<file path="src/rtl/lcd_pkg.sv">
// Shared state encoding, default phase timing and a sizing helper for the LCD bus controller.
package lcd_pkg;

  typedef enum logic [2:0] {
    ST_IDLE,
    ST_SETUP,
    ST_PULSE,
    ST_HOLD,
    ST_GAP
  } lcd_state_t;

  localparam int LCD_BUS_WIDTH_DEF = 4;
  localparam int LCD_SETUP_CYC_DEF = 2;
  localparam int LCD_PULSE_CYC_DEF = 4;
  localparam int LCD_HOLD_CYC_DEF  = 2;
  localparam int LCD_GAP_CYC_DEF   = 3;

  function automatic int lcd_max4(input int a, input int b, input int c, input int d);
    int m;
    m = a;
    if (b > m) m = b;
    if (c > m) m = c;
    if (d > m) m = d;
    return m;
  endfunction

endpackage

</file>
<file path="src/rtl/lcd_phase_timer.sv">
// Loadable down-counter: counts a phase length down to zero and flags completion.
module lcd_phase_timer #(
  parameter int CNT_W = 3
) (
  input  logic             clk,
  input  logic             rst,
  input  logic             i_load,
  input  logic [CNT_W-1:0] i_load_val,
  output logic             o_done
);

  logic [CNT_W-1:0] r_cnt;

  // Saturates at zero so an idle timer never wraps.
  always_ff @(posedge clk or posedge rst) begin
    if (rst) begin
      r_cnt <= '0;
    end else if (i_load) begin
      r_cnt <= i_load_val;
    end else if (r_cnt != '0) begin
      r_cnt <= r_cnt - 1'b1;
    end
  end

  assign o_done = (r_cnt == '0);

endmodule

</file>
<file path="src/rtl/lcd_bus_ctrl.sv">
// HD44780-style LCD bus sequencer: setup / enable pulse / hold per transfer, optional settle gap.
// Define LCD_READBACK_EN to sample lcd_din on read requests and report rdata/rdata_valid.
module lcd_bus_ctrl
  import lcd_pkg::*;
#(
  parameter int BUS_WIDTH = LCD_BUS_WIDTH_DEF,
  parameter int SETUP_CYC = LCD_SETUP_CYC_DEF,
  parameter int PULSE_CYC = LCD_PULSE_CYC_DEF,
  parameter int HOLD_CYC  = LCD_HOLD_CYC_DEF,
  parameter int GAP_CYC   = LCD_GAP_CYC_DEF
) (
  input  logic                 clk,
  input  logic                 rst,
  input  logic                 start,
  output logic                 ready,
  input  logic                 rs,
  input  logic                 rw,
  input  logic [7:0]           datain,
  output logic                 rs_out,
  output logic                 rw_out,
  output logic                 enable,
  output logic [BUS_WIDTH-1:0] dataout,
  input  logic [BUS_WIDTH-1:0] lcd_din,
  output logic [7:0]           rdata,
  output logic                 rdata_valid
);

  localparam int MAX_CYC = lcd_max4(SETUP_CYC, PULSE_CYC, HOLD_CYC, GAP_CYC);
  localparam int CNT_W   = $clog2(MAX_CYC + 1);
  localparam logic [CNT_W-1:0] SETUP_LD = CNT_W'(SETUP_CYC - 1);
  localparam logic [CNT_W-1:0] PULSE_LD = CNT_W'(PULSE_CYC - 1);
  localparam logic [CNT_W-1:0] HOLD_LD  = CNT_W'(HOLD_CYC - 1);
  localparam logic [CNT_W-1:0] GAP_LD   = CNT_W'((GAP_CYC > 0) ? GAP_CYC - 1 : 0);
  localparam bit NIBBLE = (BUS_WIDTH == 4);

  lcd_state_t r_state, w_state_n;

  logic             w_load;
  logic [CNT_W-1:0] w_load_val;
  logic             w_done;
  logic             w_accept;
  logic             w_next_xfer;
  logic             w_final;
  logic             w_last_pulse;

  logic                 r_ready;
  logic                 r_enable;
  logic                 r_rs;
  logic [BUS_WIDTH-1:0] r_dout;
  logic                 r_second;
  logic [3:0]           r_lo_nib;

  lcd_phase_timer #(
    .CNT_W (CNT_W)
  ) u_timer (
    .clk        (clk),
    .rst        (rst),
    .i_load     (w_load),
    .i_load_val (w_load_val),
    .o_done     (w_done)
  );

  // Every phase change reloads the timer with the next phase length minus one.
  always_comb begin
    w_state_n   = r_state;
    w_load      = 1'b0;
    w_load_val  = SETUP_LD;
    w_accept    = 1'b0;
    w_next_xfer = 1'b0;
    w_final     = 1'b0;
    case (r_state)
      ST_IDLE: begin
        if (start) begin
          w_state_n = ST_SETUP;
          w_load    = 1'b1;
          w_accept  = 1'b1;
        end
      end
      ST_SETUP: begin
        if (w_done) begin
          w_state_n  = ST_PULSE;
          w_load     = 1'b1;
          w_load_val = PULSE_LD;
        end
      end
      ST_PULSE: begin
        if (w_done) begin
          w_state_n  = ST_HOLD;
          w_load     = 1'b1;
          w_load_val = HOLD_LD;
        end
      end
      ST_HOLD: begin
        if (w_done) begin
          if (NIBBLE && !r_second) begin
            w_state_n   = ST_SETUP;
            w_load      = 1'b1;
            w_next_xfer = 1'b1;
          end else begin
            w_final = 1'b1;
            if (GAP_CYC > 0) begin
              w_state_n  = ST_GAP;
              w_load     = 1'b1;
              w_load_val = GAP_LD;
            end else begin
              w_state_n = ST_IDLE;
            end
          end
        end
      end
      ST_GAP: begin
        if (w_done) w_state_n = ST_IDLE;
      end
      default: w_state_n = ST_IDLE;
    endcase
  end

  assign w_last_pulse = (r_state == ST_PULSE) && w_done;

  // Outputs are registered from the next state so they line up with the state they describe.
  always_ff @(posedge clk or posedge rst) begin
    if (rst) begin
      r_state  <= ST_IDLE;
      r_ready  <= 1'b1;
      r_enable <= 1'b0;
      r_rs     <= 1'b0;
      r_dout   <= '0;
      r_second <= 1'b0;
    end else begin
      r_state  <= w_state_n;
      r_ready  <= (w_state_n == ST_IDLE);
      r_enable <= (w_state_n == ST_PULSE);
      if (w_accept) begin
        r_rs     <= rs;
        r_second <= 1'b0;
        r_dout   <= NIBBLE ? BUS_WIDTH'(datain[7:4]) : BUS_WIDTH'(datain);
      end else if (w_next_xfer) begin
        r_second <= 1'b1;
        r_dout   <= BUS_WIDTH'(r_lo_nib);
      end
    end
  end

  always_ff @(posedge clk) begin
    if (w_accept) r_lo_nib <= datain[3:0];
  end

  assign ready   = r_ready;
  assign enable  = r_enable;
  assign rs_out  = r_rs;
  assign dataout = r_dout;

`ifdef LCD_READBACK_EN
  logic       r_rw;
  logic [7:0] r_rdata;
  logic       r_rvalid;

  // The bus is sampled at the end of the enable pulse, when the LCD output is settled.
  always_ff @(posedge clk or posedge rst) begin
    if (rst) begin
      r_rw     <= 1'b0;
      r_rdata  <= '0;
      r_rvalid <= 1'b0;
    end else begin
      r_rvalid <= w_final && r_rw;
      if (w_accept) r_rw <= rw;
      if (w_last_pulse && r_rw) begin
        if (!NIBBLE) begin
          r_rdata <= 8'(lcd_din);
        end else if (!r_second) begin
          r_rdata[7:4] <= lcd_din[3:0];
        end else begin
          r_rdata[3:0] <= lcd_din[3:0];
        end
      end
    end
  end

  assign rw_out      = r_rw;
  assign rdata       = r_rdata;
  assign rdata_valid = r_rvalid;
`else
  logic w_unused_rb;
  assign w_unused_rb = ^{rw, lcd_din, w_last_pulse, w_final};

  assign rw_out      = 1'b0;
  assign rdata       = '0;
  assign rdata_valid = 1'b0;
`endif

endmodule

</file>
<file path="config.mk">
export PLATFORM = sky130hd
export DESIGN_NAME = lcd_bus_ctrl
export DESIGN_NICKNAME = d
export VERILOG_FILES = /design/src/rtl/lcd_pkg.sv /design/src/rtl/lcd_phase_timer.sv /design/src/rtl/lcd_bus_ctrl.sv
export SDC_FILE = /design/constraint.sdc
export NUM_CORES = 1
export LEC_CHECK = 0
export ABC_AREA = 0
export CAP_MARGIN = 20
export CORE_ASPECT_RATIO = 1.4
export CORE_MARGIN = 4
export CORE_UTILIZATION = 36
export DETAILED_ROUTE_END_ITERATION = 7
export PLACE_DENSITY = 0.67
export SLEW_MARGIN = 20
export SYNTH_ARGS = -nofsm -noshare
export SYNTH_HDL_FRONTEND = slang
export SYNTH_SLANG_ARGS = --single-unit
</file>
<file path="constraint.sdc">
create_clock -name clk -period 1.8 [get_ports clk]
set_input_delay 0.27 -clock clk [delete_from_list [all_inputs] [get_ports clk]]
set_output_delay 0.27 -clock clk [all_outputs]
set_load 0.01 [all_outputs]
</file>
==> results.md, run 1 <==
* Slowest-stage cell, CP: dfstp_2
* Family with the most delay on the worst path: flip-flops
* Via density at 4.46
* Max-slew headroom at 0.648
* DRC at 0
* Register area share after synthesis at 0.500
* Final setup vio count at 0
* FF-to-FF setup slack at 0.26 ns
* Via count at 660
* Critical path type: reg -> out
* Worst Path Buf+Inv at 1
* Synth Warn # at 0
* First-pass GRT wire length at 2540 um
* Clock transition at the registers of the reported paths at 0.10 ns
* Max Slew Vio Count at 0
* CTS tree: yes
* Number of diodes at 0
* Post-Syn Area at 943 sq um
* Number of global-route vias before repair at 616
* Fill cell count at 251
* CTS Buf Count at 3
* Clock skew at 0.00857 ns
* CORE AREA at 0.00244 sq mm
* Pin count of the biggest net entering global routing at 15
* Crit path required time at 1.53 ns
* Max FO, Critical Path at 1
* DPL Wire Length at 1210 um
* Critical path, cell by cell: clkdlybuf4s50_1
* R2r endpoint: u_timer.r_cnt[1]$_DFFE_PP0P_
* Die X at 51.3 um
* Port bufs at 18
* Remaining global-route overflow at 0
* Register area at 472 sq um
* Critical path's largest stage delay at 0.52 ns
* Detailed Routing Iterations Pass 1 at 2
* LEAKAGE at 0.526 nW
* Num rows at 21
* Post-Syn Area per Cell at 10.1 sq um
* CTS Sinks at 18
* Final hold violation count at 0
* Root Driver: clkbuf_4
* H-tree depth at 1
* Hold-fix buffers at CTS at 0
* Post-route minimum period at 1.59 ns
* Worst min path class: in -> async
* Worst Tran Pin Value at 0.528 ns
* Max Cap Violations at 0
* Drt wl/cell at 10.4 um
* Power Total at 1.72 mW
* Setup_tns at 0 ns
* GRT Total Usage at 0.0936
* Post-synthesis register bit count at 18
* Initial Utilization at 0.386
* CP arrival at 1.32 ns
* Die H at 68.6 um
* Initial DRC Count at 7
* Power per cell area at 1490 mW/mm^2
* Clock Latency Late Sink at 0.28 ns
* Fraction of layout cells with a size suffix above 1 at 0.105
* Final Core Density at 0.472
* R2R cell count at 6
* CTS resizes at 0
* Initial antenna violation count at 0
* RePlAce Congestion at 0.805
* Max Buffers Root-to-Sink at 2
* Multi-input gate area at 372 sq um
* P&R area growth vs syn at 22.1%
* Syn Inst Count at 93
* Critical Path Sink Type: output pin
* Top-level port count at 34
* Nets at 134
* RSZ-0062 raised after global routing: no
* Netlist cell types at 29
* Crit share post-route at 0.882
* R2r startpoint: u_timer.r_cnt[0]$_DFFE_PP0P_
* Status: finished clean
* Post-route ant nets at 0
* Die outline area at 0.00352 sq mm
* Fin area at 0.00115 sq mm
* Max Freq at 0.630 GHz
* Worst vdd ir at 0.000586 V
* Startpoint Class: flip-flop
* Setup bufs post-CTS at 0
* DP Area at 0.00113 sq mm
* Routed WL at 1530 um
==> cell usage after synthesis <==
cell / number / area share
xor2_1: 1 / 0.0093
dfrtp_1: 13 / 0.34
buf_6: 2 / 0.024
inv_1: 6 / 0.024
nand2_1: 7 / 0.028
buf_4: 10 / 0.080
buf_2: 2 / 0.011
conb_1: 1 / 0.0040
ha_1: 2 / 0.027
a21oi_1: 8 / 0.042
o31ai_1: 1 / 0.0080
nor3_1: 3 / 0.016
o41ai_1: 1 / 0.0093
dfstp_2: 1 / 0.028
nand2b_4: 1 / 0.015
edfxtp_1: 4 / 0.13
o22ai_1: 2 / 0.013
o21ai_0: 4 / 0.021
nand3_1: 1 / 0.0053
nor2_1: 8 / 0.032
clkbuf_1: 1 / 0.0040
and4bb_2: 1 / 0.013
nor2b_1: 4 / 0.027
mux2_4: 1 / 0.016
o21a_1: 1 / 0.0080
or3_1: 1 / 0.0066
mux2i_1: 4 / 0.042
xnor2_1: 1 / 0.0093
nand2b_1: 1 / 0.0066
==> area by class of cell <==
type                    instances  share of cell area
well taps                      34              0.0369
inverters                       6              0.0195
multi-input cells              63               0.322
flip-flops and latches         18               0.409
clock buffers                   4              0.0228
repair buffers                 23               0.189
==> flip-flops by register name (all words and copies together) (netlist names) <==
register	flops
dataout	4
r_lo_nib	4
r_state	3
u_timer.r_cnt	3
enable	1
r_second	1
ready	1
rs_out	1
==> worst max path at each step <==
stage	startpoint	endpoint	slack (ns)	depth (start not counted)
floorplan	r_state[0]$_DFF_PP0_	r_lo_nib[0]$_DFFE_PN_	0.33	5
finish	ready$_DFF_PP1_	ready	0.21	1
global route	u_timer.r_cnt[0]$_DFFE_PP0P_	dataout[0]$_DFFE_PP0P_	0.13	6
CTS	ready$_DFF_PP1_	ready	0.19	1
detailed placement	start	r_lo_nib[2]$_DFFE_PN_	0.05	4
global placement	start	r_lo_nib[2]$_DFFE_PN_	0.05	4
==> cell usage in the layout (no fill, tap or decap), types with 2 or more instances in the layout <==
master / Yosys / layout
o21ai_0: 4 / 4
buf_4: 10 / 5
inv_1: 6 / 6
nand2_1: 7 / 7
nor2b_1: 4 / 4
a21oi_1: 8 / 8
dfrtp_1: 13 / 13
mux2i_1: 4 / 4
nor3_1: 3 / 3
conb_1: 1 / 10
nor2_1: 8 / 8
edfxtp_1: 4 / 4
o22ai_1: 2 / 2
ha_1: 2 / 2
clkdlybuf4s50_1: 0 / 18
clkbuf_4: 0 / 3
==> layer usage <==
layer  vias up  GRT usage  wire, um
met5         -          0         0
met4         0     0.0295         4
met3         2     0.0151        79
met2        15      0.177       852
met1       313      0.107       596
li1        330          -         -
==> cell families (layout without fill, tap and decap cells) <==
group                      count (synthesis)  in the layout  synth area share
and+or+nand+nor                           27             27             0.149
buffers and inverters                     21             33             0.142
DFF                                       18             18             0.500
AOI/OAI and AO/OA                         17             17             0.102
muxes                                      5              5            0.0584
adders and majority gates                  2              2            0.0265
xor gates and xnor gates                   2              2            0.0186
other                                      1             10           0.00397
==> per-stage QoR <==
step	std cells	hold WS (ns)	worst slack [ns]
after global placement	144	0.492	0.0532
after CTS	148	0.332	0.193
after floorplan	102	0.159	0.327
after global routing	148	0.378	0.135
after detailed placement	144	0.501	0.0531
final	148	0.316	0.212
==> where the power goes <==
part	switching (mW)	total (mW)	internal (mW)
combinational	0.373	0.813	0.440
clock	0.111	0.197	0.0859
sequential	0.119	0.706	0.586
total	0.604	1.72	1.11
Power figures use the tool's default switching activity.
==> run 2, diff against run 1 <==
Settings changed: ABC_AREA 0 to default, ABC_CLOCK_PERIOD_IN_PS from default to 1800, SETUP_SLACK_MARGIN from default to 0.3.
==> results.md, run 2 (synthesis gave the netlist of run 1 again) <==
* Root Driver: clkbuf_4
* Power Total at 1.79 mW (+4.6%)
* CTS tree: yes
* CTS Sinks at 18 (unchanged)
* Port bufs at 18 (unchanged)
* Worst path depth at 1 (unchanged)
* Max Buffers Root-to-Sink at 2 (unchanged)
* Max Slew Vio Count at 0 (unchanged)
* CTS Buf Count at 3 (unchanged)
* Final hold violation count at 0 (unchanged)
* Commonest non-fill, non-tap cell in the layout: clkdlybuf4s50_1
* Number of diodes at 0 (unchanged)
* Fraction of layout cells with a size suffix above 1 at 0.157 (+0.0513)
* Initial DRC Count at 5 (-2)
* Setup_tns at 0 ns (unchanged)
* Crit share post-route at 0.804 (-0.0778)
* RePlAce Congestion at 0.805 (unchanged)
* Detailed Routing Iterations Pass 1 at 4 (+2)
* Initial Utilization at 0.386 (unchanged)
* Die X at 51.3 um (unchanged)
* Startpoint Class: flip-flop
* CP arrival at 1.18 ns (-0.14 ns)
* GRT Total Usage at 0.0932 (-0.000459)
* Power per cell area at 1490 mW/mm^2 (+0.31%)
* Num rows at 21 (unchanged)
* Routed WL at 1570 um (+2.7%)
* P&R area growth vs syn at 27.3%
* Slowest-stage cell, CP: clkdlybuf4s50_1
* Nets at 135 (+0.75%)
* Worst min path class: in -> async
* Initial antenna violation count at 0 (unchanged)
* Max Freq at 0.691 GHz (+9.7%)
* Status: finished clean
* Clock transition at the registers of the reported paths at 0.10 ns (about the same)
* Family with the most delay on the worst path: buffers and inverters
* Die outline area at 0.00352 sq mm (unchanged)
* Drt wl/cell at 10.6 um (+2.0%)
* DRC at 0 (unchanged)
* Pin count of the biggest net entering global routing at 15 (unchanged)
* Post-route minimum period at 1.45 ns (-0.140 ns)
* Max Cap Violations at 0 (unchanged)
* Worst Path Buf+Inv at 1 (unchanged)
* Max FO, Critical Path at 2 (+1)
* Critical path, cell by cell: clkdlybuf4s50_1
* Number of global-route vias before repair at 614 (-0.32%)
* Top-level port count at 34 (unchanged)
* Clock Latency Late Sink at 0.28 ns (about the same)
* Clock skew at 0.00766 ns (-0.000909 ns)
* Crit path required time at 1.53 ns (about the same)
* Via density at 4.39 (-1.6%)
* Die H at 68.6 um (unchanged)
* Post-route ant nets at 0 (unchanged)
* Most frequent cells in the layout: 15 x clkdlybuf4s50_1, 12 x dfrtp_1, 10 x conb_1
* CORE AREA at 0.00244 sq mm (unchanged)
* Remaining global-route overflow at 0 (unchanged)
* Critical path type: reg -> out
* Critical Path Sink Type: output pin
* Final setup vio count at 0 (unchanged)
* Critical path's largest stage delay at 0.54 ns (+0.02 ns)
* First-pass GRT wire length at 2530 um (-0.55%)
* Worst Tran Pin Value at 0.535 ns (+0.00676 ns)
* Max-slew headroom at 0.643 (-0.00451)
* DPL Wire Length at 1210 um (unchanged)
* RSZ-0062 raised after global routing: no
* R2R cell count at 6 (unchanged)
* Via count at 654 (-0.91%)
* H-tree depth at 1 (unchanged)
* Worst vdd ir at 0.000586 V (about the same)
* LEAKAGE at 0.564 nW (+7.4%)
## run 2: layer usage
metal / wire [um] / vias to the layer above / track usage
met2: 872 / 15 / 0.177
met5: 0 / - / 0
met3: 85 / 2 / 0.0151
met1: 612 / 305 / 0.106
li1: - / 332 / -
met4: 4 / 0 / 0.0295
## run 2: cell type report
class,count,area [sq um]
repair buffers,24,233
well taps,34,42.5
inverters,6,22.5
multi-input cells,63,404
flip-flops and latches,18,473
fillers,246,1240
clock buffers,4,26.3
## run 2: metrics by stage
stage	utilization	hold WS, ns	setup slack, ns	cells	instance area, sq um
final	0.492	0.317	0.352	149	1200
after global routing	0.492	0.378	0.301	149	1200
after CTS	0.473	0.332	0.311	148	1160
after detailed placement	0.461	0.501	0.0531	144	1130
after global placement	0.461	0.492	0.0532	144	1130
after floorplan	-	0.159	0.327	102	977
## run 2: path summary, 6_finish.rpt
check | startpoint | end | slack [ns]
min in group clk | rs_out$_DFFE_PP0N_ | rs_out$_DFFE_PP0N_ | 0.53
max in group asynchronous | rst | r_state[1]$_DFF_PP0_ | 1.09
worst min-delay path | rst | dataout[0]$_DFFE_PP0P_ | 0.32
worst max register to register | u_timer.r_cnt[0]$_DFFE_PP0P_ | dataout[0]$_DFFE_PP0P_ | 0.39
worst max-delay path | dataout[0]$_DFFE_PP0P_ | dataout[0] | 0.35
worst min register to register | rs_out$_DFFE_PP0N_ | rs_out$_DFFE_PP0N_ | 0.53
## run 2: power breakdown
part	internal [mW]	switching [mW]	leakage (nW)	total [mW]
Sequential	0.589	0.122	0.197	0.711
Combinational	0.482	0.402	0.352	0.884
Clock	0.0859	0.113	0.0150	0.199
Total	1.16	0.637	0.564	1.79
## run 2: timing repair
action / CTS / global route
gates resized for setup: 3 / 9
cloned: 0 / 0
hold buffers: 0 / 0
setup endpoints to repair: 9 / 15
buffers inserted: 0 / 1
pin swaps: 1 / 0
